--- config.mk ---
export PLATFORM = sky130hd
export DESIGN_NAME = exec_scheduler
export DESIGN_NICKNAME = d
export VERILOG_FILES = /design/src/rtl/sched_pkg.sv /design/src/rtl/sched_watchdog.sv /design/src/rtl/exec_scheduler.sv
export SDC_FILE = /design/constraint.sdc
export NUM_CORES = 1
export LEC_CHECK = 0
export BUFFER_PORTS_ARGS = -buffer_cell sky130_fd_sc_hd__buf_2
export CORE_MARGIN = 5
export CORE_UTILIZATION = 30
export DETAILED_ROUTE_END_ITERATION = 10
export SETUP_SLACK_MARGIN = 0.05
export SLEW_MARGIN = 0
export SYNTH_ARGS = -nofsm -noshare
export SYNTH_HDL_FRONTEND = slang
export SYNTH_HIERARCHICAL = 1
export SYNTH_SLANG_ARGS = --single-unit
--- constraint.sdc ---
create_clock -name clk -period 2.75 [get_ports clk]
set_input_delay 0 -clock clk [delete_from_list [all_inputs] [get_ports clk]]
set_output_delay 0 -clock clk [all_outputs]
set_load 0.03 [all_outputs]
--- src/rtl/sched_pkg.sv ---
// sched_pkg: shared types and constants for the execution scheduler.
//   op_e        - request opcode encoding (req_op)
//   state_e     - scheduler FSM states
//   UNIT_*      - bit positions of each unit in unit_start / unit_done
//   op_start_mask() - one-hot unit_start pattern for an opcode
package sched_pkg;

    localparam int DATA_W    = 32;
    localparam int RD_W      = 5;
    localparam int CNT_W     = 16;
    localparam int WDOG_W    = 8;
    localparam int NUM_UNITS = 3;

    localparam int UNIT_MULHSU = 0;
    localparam int UNIT_LUI    = 1;
    localparam int UNIT_MUL    = 2;

    typedef enum logic [1:0] {
        OP_MULHSU = 2'd0,
        OP_LUI    = 2'd1,
        OP_MUL    = 2'd2,
        OP_RSVD   = 2'd3
    } op_e;

    typedef enum logic [1:0] {
        IDLE  = 2'd0,
        ISSUE = 2'd1,
        WAIT  = 2'd2,
        RESP  = 2'd3
    } state_e;

    // Reserved ops map to an all-zero mask so no unit is ever started.
    function automatic logic [NUM_UNITS-1:0] op_start_mask(input op_e op);
        logic [NUM_UNITS-1:0] mask;
        mask = '0;
        case (op)
            OP_MULHSU: mask[UNIT_MULHSU] = 1'b1;
            OP_LUI:    mask[UNIT_LUI]    = 1'b1;
            OP_MUL:    mask[UNIT_MUL]    = 1'b1;
            default:   mask              = '0;
        endcase
        return mask;
    endfunction

endpackage

--- src/rtl/sched_watchdog.sv ---
// sched_watchdog: counts cycles spent waiting for a unit to finish.
//   clk     - clock
//   rst     - synchronous active-high reset
//   enable  - count this cycle (scheduler is in WAIT)
//   clear   - return the count to zero (scheduler is outside WAIT)
//   expired - count has reached TIMEOUT-1
module sched_watchdog
    import sched_pkg::*;
#(
    parameter int TIMEOUT = 64
) (
    input  logic clk,
    input  logic rst,
    input  logic enable,
    input  logic clear,
    output logic expired
);

    localparam logic [WDOG_W-1:0] LIMIT = WDOG_W'(TIMEOUT - 1);

    logic [WDOG_W-1:0] count_q;

    // NOTE: sequential state is always written with non-blocking assignments so
    // every flop samples values from before the edge, regardless of block order.
    always_ff @(posedge clk) begin
        if (rst) begin
            count_q <= '0;
        end else if (clear) begin
            count_q <= '0;
        end else if (enable && !expired) begin
            count_q <= count_q + WDOG_W'(1);
        end
    end

    // Depends only on the register, never on enable, so the FSM can use it
    // in the same combinational block that produces enable.
    assign expired = (count_q == LIMIT);

endmodule

--- src/rtl/exec_scheduler.sv ---
// exec_scheduler: accepts one operation at a time, starts the matching
// execution unit, waits (with a watchdog) for its done flag and returns the
// result through a valid/ready response channel.
//   clk, rst                 - clock, synchronous active-high reset
//   req_valid/req_ready      - request handshake
//   req_op, req_x, req_y     - opcode and operands
//   req_rd                   - destination tag echoed on rsp_rd
//   unit_start               - one-hot start pulse (0=mulhsu, 1=lui, 2=mul)
//   unit_x, unit_y           - latched operands shared by all units
//   unit_done, unit_res0..2  - per-unit completion flags and results
//   unit_clear               - one-cycle unit reset after a timeout
//   rsp_valid/rsp_ready      - response handshake
//   rsp_result, rsp_rd, rsp_err - response payload
//   busy                     - FSM not in IDLE
//   op_count                 - completed responses, wrapping
module exec_scheduler
    import sched_pkg::*;
#(
    parameter int TIMEOUT = 64
) (
    input  logic                 clk,
    input  logic                 rst,
    input  logic                 req_valid,
    output logic                 req_ready,
    input  logic [1:0]           req_op,
    input  logic [DATA_W-1:0]    req_x,
    input  logic [DATA_W-1:0]    req_y,
    input  logic [RD_W-1:0]      req_rd,
    output logic [NUM_UNITS-1:0] unit_start,
    output logic [DATA_W-1:0]    unit_x,
    output logic [DATA_W-1:0]    unit_y,
    input  logic [NUM_UNITS-1:0] unit_done,
    input  logic [DATA_W-1:0]    unit_res0,
    input  logic [DATA_W-1:0]    unit_res1,
    input  logic [DATA_W-1:0]    unit_res2,
    output logic                 unit_clear,
    output logic                 rsp_valid,
    input  logic                 rsp_ready,
    output logic [DATA_W-1:0]    rsp_result,
    output logic [RD_W-1:0]      rsp_rd,
    output logic                 rsp_err,
    output logic                 busy,
    output logic [CNT_W-1:0]     op_count
);

    state_e            state_q, state_d;
    op_e               op_q;
    op_e               req_op_e;
    logic [CNT_W-1:0]  op_count_q;

    logic              sel_done;
    logic [DATA_W-1:0] sel_res;
    logic              done_hit;
    logic              timeout_hit;
    logic              accept;
    logic              wd_enable;
    logic              wd_clear;
    logic              wd_expired;

    assign req_op_e = op_e'(req_op);

    sched_watchdog #(
        .TIMEOUT (TIMEOUT)
    ) u_watchdog (
        .clk     (clk),
        .rst     (rst),
        .enable  (wd_enable),
        .clear   (wd_clear),
        .expired (wd_expired)
    );

    // Only the unit selected by the latched op is looked at; stray done bits
    // from the other units never reach the FSM.
    always_comb begin
        sel_done = 1'b0;
        sel_res  = '0;
        case (op_q)
            OP_MULHSU: begin sel_done = unit_done[UNIT_MULHSU]; sel_res = unit_res0; end
            OP_LUI:    begin sel_done = unit_done[UNIT_LUI];    sel_res = unit_res1; end
            OP_MUL:    begin sel_done = unit_done[UNIT_MUL];    sel_res = unit_res2; end
            default:   begin sel_done = 1'b0;                   sel_res = '0;        end
        endcase
    end

    always_ff @(posedge clk) begin
        if (rst) begin
            state_q <= IDLE;
        end else begin
            state_q <= state_d;
        end
    end

    // NOTE: every signal written here gets a default first, so no path through
    // the case statement leaves one unassigned and no latch is inferred.
    always_comb begin
        state_d     = state_q;
        req_ready   = 1'b0;
        accept      = 1'b0;
        unit_start  = '0;
        wd_enable   = 1'b0;
        wd_clear    = 1'b1;
        done_hit    = 1'b0;
        timeout_hit = 1'b0;
        case (state_q)
            IDLE: begin
                // Held low while rst is asserted, even before the state settles.
                req_ready = !rst;
                accept    = req_valid && !rst;
                if (accept) begin
                    state_d = (req_op_e == OP_RSVD) ? RESP : ISSUE;
                end
            end
            ISSUE: begin
                unit_start = op_start_mask(op_q);
                state_d    = WAIT;
            end
            WAIT: begin
                wd_enable = 1'b1;
                wd_clear  = 1'b0;
                if (sel_done) begin
                    done_hit = 1'b1;
                    state_d  = RESP;
                end else if (wd_expired) begin
                    timeout_hit = 1'b1;
                    state_d     = RESP;
                end
            end
            RESP: begin
                if (rsp_ready) begin
                    state_d = IDLE;
                end
            end
            default: state_d = IDLE;
        endcase
    end

    always_ff @(posedge clk) begin
        if (rst) begin
            op_q       <= OP_MULHSU;
            unit_x     <= '0;
            unit_y     <= '0;
            rsp_rd     <= '0;
            rsp_result <= '0;
            rsp_err    <= 1'b0;
            unit_clear <= 1'b0;
            op_count_q <= '0;
        end else begin
            // Registered so the pulse lands in the first RESP cycle.
            unit_clear <= timeout_hit;

            if (accept) begin
                op_q       <= req_op_e;
                unit_x     <= req_x;
                unit_y     <= req_y;
                rsp_rd     <= req_rd;
                rsp_result <= '0;
                rsp_err    <= (req_op_e == OP_RSVD);
            end

            if (done_hit) begin
                rsp_result <= sel_res;
                rsp_err    <= 1'b0;
            end else if (timeout_hit) begin
                rsp_result <= '0;
                rsp_err    <= 1'b1;
            end

            if (rsp_valid && rsp_ready) begin
                op_count_q <= op_count_q + CNT_W'(1);
            end
        end
    end

    assign rsp_valid = (state_q == RESP);
    assign busy      = (state_q != IDLE);
    assign op_count  = op_count_q;

endmodule

==> results.md, run 1 <==
* Outcome: complete, no violations
* Vias in the first global route at 6178
* Minimum clock period at 2.44 ns
* Final period util at 0.886
* Worst Hold End: rsp_result[8]$_SDFFE_PP0P_
* Die height at 148 um
* Initial antenna violation count at 3
* #FFs+latches synth at 131
* RR Endpoint: rsp_result[31]$_SDFFE_PP0P_
* R2R setup slack at 0.31 ns
* Slew headroom at 0.140
* Core footprint at 0.0188 mm^2
* Pins Over Slew Limit at 0
* Clock latency at the later pin of the worst-skew pair at 0.42 ns
* Reg2reg start: op_q[0]$_SDFFE_PP0P_
* Post-CTS sizing at 0
* Pwr per Cell Area at 747 mW/mm^2
* Asr flop ratio synth at 0
* Leading area contributor after synthesis: dfxtp_1
* Final Skew at 0.0129 ns
* Sink Count at 131
* Sequential cell area fraction in the yosys report at 0.457
* First-pass DRT Iterations at 5
* Register area at 0.00262 mm^2
* Fmax at 0.410 GHz
* Startpoint types: flip-flop
* Synthesized area per cell at 8.70 um^2
* RSZ-0062 raised after global routing: no
* Worst hold path cell count at 4
* TritonCTS clock tree: done
* Top cells by area, synth: dfxtp_1 (46%), nand2_1 (12%), nand3b_1 (9.4%)
* Post-synth EDFFs at 0
* Syn_nets at 839
* Final HPWL DP at 13200 um
* Crit path DAT at 2.79 ns
* Synth top area share at 0.457
* CTS root buf: clkbuf_16
* Worst Reg-to-Reg Cells at 5
* Routed len/inst at 15.3 um
* Most frequently used flop master after synthesis: dfxtp_1
* Gate Count Post-Synth at 659
* First-pass GRT wire length at 30900 um
* DRT Wirelength at 19900 um
* HP Start: unit_res0[8]
* Area grow syn2layout at 58.2%
* Congestion Overflow GR at 0
* Largest net degree at the start of global routing at 65
* Port bufs at 298
* Max IR drop VDD at 446 uV
* GRT Overall Usage at 0.172
* Rows at 50
* Max-Cap Viols at 0
* Critical path class: flip-flop to flip-flop
* DRT iter0 DRCs at 212
* Worst Path Max Fanout at 29
* Final Hold Fails at 0
* Vias per Instance at 4.73
* P_leak at 0.00439 uW
* Ports at 299
* Post-Synthesis Cell Area at 0.00573 mm^2
* CP Capture Type: flip-flop
* Vias at 6146
* Die area at 0.0220 mm^2
* DRT antenna net count at 0
* Setup bufs post-CTS at 0
* Fill cell count at 1747
* Final setup violation count at 0
* H-tree levels at 4
* Cell Area, Placed at 0.00739 mm^2
* Req. time, crit path at 3.10 ns
* Worst-path clk slew at 0.06 ns
* Hold Crit Class: input pin to flip-flop
* Total CTS buffers at 17
* GP Congestion at 0.763
* Share of cells above drive strength 1 at 0.336
* Die X at 148 um
* Area of the multi-input gates at 0.00287 mm^2
* Synth warn at 6
* Nets at 1230
* Clock buffer depth at 2
* TNS Setup at 0 ns
* DRC viols at 0
* Most numerous cell in the Yosys netlist: nand2_1
* Slew @ Worst Pin at 1.28 ns
* Post-synth top cells: nand2_1 (187), dfxtp_1 (131), nand3b_1 (72), o21ai_0 (39), mux2i_1 (34)
* Post-route cell area at 0.00907 mm^2
* Initial Util at 0.306
* Library cells used by synthesis at 51
[worst max-delay path, cell delays in order, from the launching register on]
cell	delay (ns)
dfxtp_2	0.45
nor2b_2	1.03
nand2_1	0.09
o21ai_0	0.11
dlygate4sd3_1	0.57
a22o_1	0.12
[routing by layer]
layer | share of wire | wire, um | global-route usage
met4 | 0.021 | 412 | 0.0545
met1 | 0.41 | 8220 | 0.198
met3 | 0.090 | 1790 | 0.0619
met5 | 0.00035 | 7 | 0
met2 | 0.47 | 9430 | 0.300
[worst max-delay path by stage]
stage / start / end
after floorplan: state_q[0]$_SDFFE_PP0P_ / op_count[13]$_SDFFE_PP0P_
after global placement: u_watchdog/count_q[0]$_SDFFE_PP0P_ / rsp_result[24]$_SDFFE_PP0P_
after detailed placement: u_watchdog/count_q[0]$_SDFFE_PP0P_ / rsp_result[20]$_SDFFE_PP0P_
after CTS: op_q[0]$_SDFFE_PP0P_ / rsp_result[31]$_SDFFE_PP0P_
after global routing: op_q[0]$_SDFFE_PP0P_ / rsp_result[4]$_SDFFE_PP0P_
final: op_q[0]$_SDFFE_PP0P_ / rsp_result[31]$_SDFFE_PP0P_
[metrics by stage]
stage | cells | setup WS [ns] | utilization | hold slack [ns] | power, uW
finish | 1300 | 0.313 | 0.483 | 0.0101 | 6770
global route | 1299 | 0.111 | 0.483 | 0.0204 | 7150
CTS | 1297 | 0.280 | 0.483 | 0.000591 | 6850
detailed placement | 1154 | 0.618 | 0.394 | 0.186 | 4480
global placement | 1154 | 0.681 | 0.394 | 0.183 | 4480
floorplan | 659 | 0.906 | - | 0.0989 | 3810
[layout make-up]
class | instances | area share
Multi-Input combinational cell | 473 | 0.316
Timing Repair Buffer | 417 | 0.295
Sequential cell | 131 | 0.289
Clock buffer | 17 | 0.0469
Tap cell | 234 | 0.0323
Clock inverter | 15 | 0.0154
Inverter | 10 | 0.00414
Antenna cell | 3 | 0.000827
[power by group]
group          total (uW)  internal (uW)  leakage [uW]  switching [uW]
registers            2370           2190       0.00107             172
logic                2230            795       0.00304            1440
clock network        2170           1200      0.000276             972
[registers in the layout, summed over array words and instances, names as in the netlist]
name,count
unit_clear,1
unit_y,32
op_q,2
unit_x,32
op_count,16
rsp_result,32
rsp_err,1
rsp_rd,5
state_q,2
u_watchdog/count_q,8
[what timing repair did]
item	in CTS	in global routing
endpoints found under the setup margin	0	0
hold buffers	111	0
endpoints found under the hold margin	105	0
[kinds of logic (layout without fill, tap and decap cells)]
| group | after synthesis | in the layout | synth area share |
|---|---|---|---|
| compound gates | 95 | 95 | 0.115 |
| mux | 37 | 37 | 0.0672 |
| simple gates | 325 | 325 | 0.288 |
| flops | 131 | 131 | 0.457 |
| fa+ha+maj | 6 | 6 | 0.0131 |
| buf+inv | 55 | 459 | 0.0441 |
| other cells | 0 | 3 | 0 |
| xor+xnor | 10 | 10 | 0.0153 |
[cells in the final DEF (no fill, tap or decap), types with 3 or more instances in the layout]
| master | Yosys | layout |
|---|---|---|
| a21oi_1 | 11 | 11 |
| a22o_1 | 32 | 32 |
| and3_1 | 3 | 3 |
| buf_2 | 10 | 298 |
| buf_4 | 1 | 7 |
| clkbuf_16 | 0 | 17 |
| dfxtp_1 | 131 | 130 |
| diode_2 | 0 | 3 |
| dlygate4sd3_1 | 0 | 111 |
| ha_1 | 6 | 6 |
| inv_1 | 10 | 10 |
| inv_6 | 0 | 4 |
| inv_8 | 0 | 6 |
| mux2i_1 | 34 | 34 |
| nand2_1 | 187 | 187 |
| nand3_1 | 8 | 8 |
| nand3b_1 | 72 | 72 |
| nand4_1 | 3 | 3 |
| nor2_1 | 18 | 18 |
| nor2b_1 | 4 | 3 |
| nor3_1 | 6 | 6 |
| nor4_1 | 3 | 3 |
| o21ai_0 | 39 | 39 |
| xnor2_1 | 7 | 7 |
| xor2_1 | 3 | 3 |
Power figures use the tool's default switching activity.
==> run 2: changes to the inputs <==
==> constraint.sdc (replaced) <==
create_clock -name clk -period 2.1 [get_ports clk]
set_input_delay 0 -clock clk [delete_from_list [all_inputs] [get_ports clk]]
set_output_delay 0 -clock clk [all_outputs]
set_load 0.03 [all_outputs]
==> run 2 against run 1 <==
Effect of this change: largest power group unchanged; first-iteration DRC count decreased by 9.4%; combinational power increased by 33%; total power increased by 33%; fmax increased by 25%; via count increased by 0.70%.
==> results.md, run 2 (synthesis results as in run 1) <==
* Vias per Instance at 4.75 (was 4.73)
* DRT iter0 DRCs at 192 (was 212)
* Worst-path clk slew at 0.06 ns (about the same)
* Delay-heaviest family, CP: buffers and inverters (was simple AND/OR/NAND/NOR gates)
* Crit path DAT at 2.24 ns (was 2.79 ns)
* TNS Setup at 0 ns (unchanged)
* Sink Count at 131 (unchanged)
* Slowest-stage cell, CP: dlygate4sd3_1 (was nor2b_2)
* Hold_ws at 0.0241 ns (was 0.0101 ns)
* Final worst setup slack at 0.155 ns (was 0.313 ns)
* Outcome: complete, no violations (unchanged)
* Rows at 50 (unchanged)
* Final Hold Fails at 0 (unchanged)
* Die area at 0.0220 mm^2 (unchanged)
* Vias at 6189 (was 6146)
* Clock latency at the later pin of the worst-skew pair at 0.41 ns (was 0.42 ns)
* Req. time, crit path at 2.40 ns (was 3.10 ns)
* TritonCTS clock tree: done (unchanged)
* Core footprint at 0.0188 mm^2 (unchanged)
* Area grow syn2layout at 59.5% (was 58.2%)
* P_leak at 0.00441 uW (was 0.00439 uW)
* Fmax at 0.514 GHz (was 0.410 GHz)
* Total CTS buffers at 17 (unchanged)
* Clock buffer depth at 2 (unchanged)
* Pwr per Cell Area at 987 mW/mm^2 (was 747 mW/mm^2)
* Slew headroom at 0.554 (was 0.140)
* First-pass GRT wire length at 31200 um (was 30900 um)
* Routed len/inst at 15.6 um (was 15.3 um)
* DRT Wirelength at 20300 um (was 19900 um)
* DRC viols at 0 (unchanged)
* First-pass DRT Iterations at 6 (was 5)
* DRT antenna net count at 0 (unchanged)
* Max-Cap Viols at 0 (unchanged)
* CP Capture Type: flip-flop (unchanged)
* Vias in the first global route at 6254 (was 6178)
* Crit path largest cell delay at 0.57 ns (was 1.03 ns)
* Largest regs: rsp_result x32, unit_x x32, unit_y x32 (unchanged)
* Congestion Overflow GR at 0 (unchanged)
* Hold Crit Class: input pin to flip-flop (unchanged)
* Initial antenna violation count at 2 (was 3)
* Final period util at 0.926 (was 0.886)
* GP Congestion at 0.819 (was 0.763)
* Critical path class: flip-flop to flip-flop (unchanged)
* Slew @ Worst Pin at 0.666 ns (was 1.28 ns)
* Pins Over Slew Limit at 0 (unchanged)
* Setup bufs post-CTS at 0 (unchanged)
* Most frequent cells in the layout: buf_2 (298), nand2_1 (187), dfxtp_1 (130), dlygate4sd3_1 (109), nand3b_1 (72) (was buf_2 (298), nand2_1 (187), dfxtp_1 (130), dlygate4sd3_1 (111), nand3b_1 (72))
* Pre-CTS setup slack at 0.204 ns (was 0.618 ns)
* Commonest non-fill, non-tap cell in the layout: buf_2 (unchanged)
* RSZ-0062 raised after global routing: no (unchanged)
* GRT Overall Usage at 0.175 (was 0.172)
* Port bufs at 298 (unchanged)
* Worst Path Max Fanout at 30 (was 29)
* Final setup violation count at 0 (unchanged)
* Buf/Inv on CP at 2 (was 1)
* Nets at 1233 (was 1230)
* Max IR drop VDD at 548 uV (was 446 uV)
* Startpoint types: flip-flop (unchanged)
* Share of cells above drive strength 1 at 0.338 (was 0.336)
* Crit-path cells: buf_6 > mux2i_1 > o21ai_0 > dlygate4sd3_1 > a22o_1 (was nor2b_2 > nand2_1 > o21ai_0 > dlygate4sd3_1 > a22o_1)
* Final HPWL DP at 13500 um (was 13200 um)
* Minimum clock period at 1.95 ns (was 2.44 ns)
* Ports at 299 (unchanged)
* Die height at 148 um (unchanged)
* CTS root buf: clkbuf_16 (unchanged)
* Largest net degree at the start of global routing at 65 (unchanged)
* H-tree levels at 4 (unchanged)
* Die X at 148 um (unchanged)
* Initial Util at 0.306 (unchanged)
* Final Skew at 0.0116 ns (was 0.0129 ns)
==> run 2: cell count changes in the layout (fill, tap and decap cells not counted) <==
cell,previous run,this run
inv_8,6,1
buf_12,1,3
buf_6,0,2
bufinv_16,0,2
clkbuf_1,0,2
dlygate4sd3_1,111,109
clkinvlp_4,2,3
diode_2,3,2
nor2b_4,0,1
==> run 2: worst register-to-register path: stages, from the launching register on <==
cell and delay [ns]:
dfxtp_2 0.44, buf_6 0.34, mux2i_1 0.23, o21ai_0 0.08
dlygate4sd3_1 0.57, a22o_1 0.18
==> run 2: final timing paths <==
kind                                                    end  depth (start not counted)                     from  slack [ns]
worst max-delay path            rsp_result[12]$_SDFFE_PP0P_                          5     op_q[0]$_SDFFE_PP0P_        0.15
worst min-delay path            rsp_result[27]$_SDFFE_PP0P_                          4            unit_res1[27]        0.02
worst max register to register  rsp_result[12]$_SDFFE_PP0P_                          5     op_q[0]$_SDFFE_PP0P_        0.15
worst min register to register      unit_x[22]$_SDFFE_PP0P_                          2  unit_x[22]$_SDFFE_PP0P_        0.47
==> run 2: final cells by class <==
class / instances / area, um^2
diodes: 2 / 5.00
inverters: 10 / 37.5
multi-input cells: 474 / 2880
clock inverters: 13 / 151
repair buffers: 419 / 2720
flip-flops and latches: 131 / 2620
fillers: 1728 / 9620
well taps: 234 / 293
clock buffers: 19 / 433
==> run 2: where the power goes <==
group	leakage [uW]	internal, uW	switching [uW]	total [uW]
sequential	0.00107	2870	222	3100
combinational	0.00307	1070	1900	2970
clock	0.000277	1770	1190	2960
total	0.00441	5720	3310	9030
==> run 2: stage by stage <==
| step | cells | instance area, um^2 | utilization | total power [uW] |
|---|---|---|---|---|
| floorplan | 659 | 5730 | - | 4990 |
| global placement | 1158 | 7440 | 0.397 | 5900 |
| detailed placement | 1158 | 7440 | 0.397 | 5900 |
| CTS | 1299 | 9120 | 0.486 | 9100 |
| global route | 1302 | 9150 | 0.487 | 9500 |
| finish | 1302 | 9150 | 0.487 | 9030 |
==> run 2: timing repair <==
item	CTS	global route
endpoints found under the hold margin	105	0
gates resized for setup	1	2
cloned	0	1
endpoints found under the setup margin	1	11
hold buffers	109	0
==> run 2: layer usage <==
metal / vias up / global-route usage / share of wire
met5: - / 0 / 0
met4: 0 / 0.0688 / 0.025
met3: 34 / 0.0606 / 0.090
met2: 285 / 0.307 / 0.48
met1: 2815 / 0.195 / 0.41
li1: 3055 / - / -
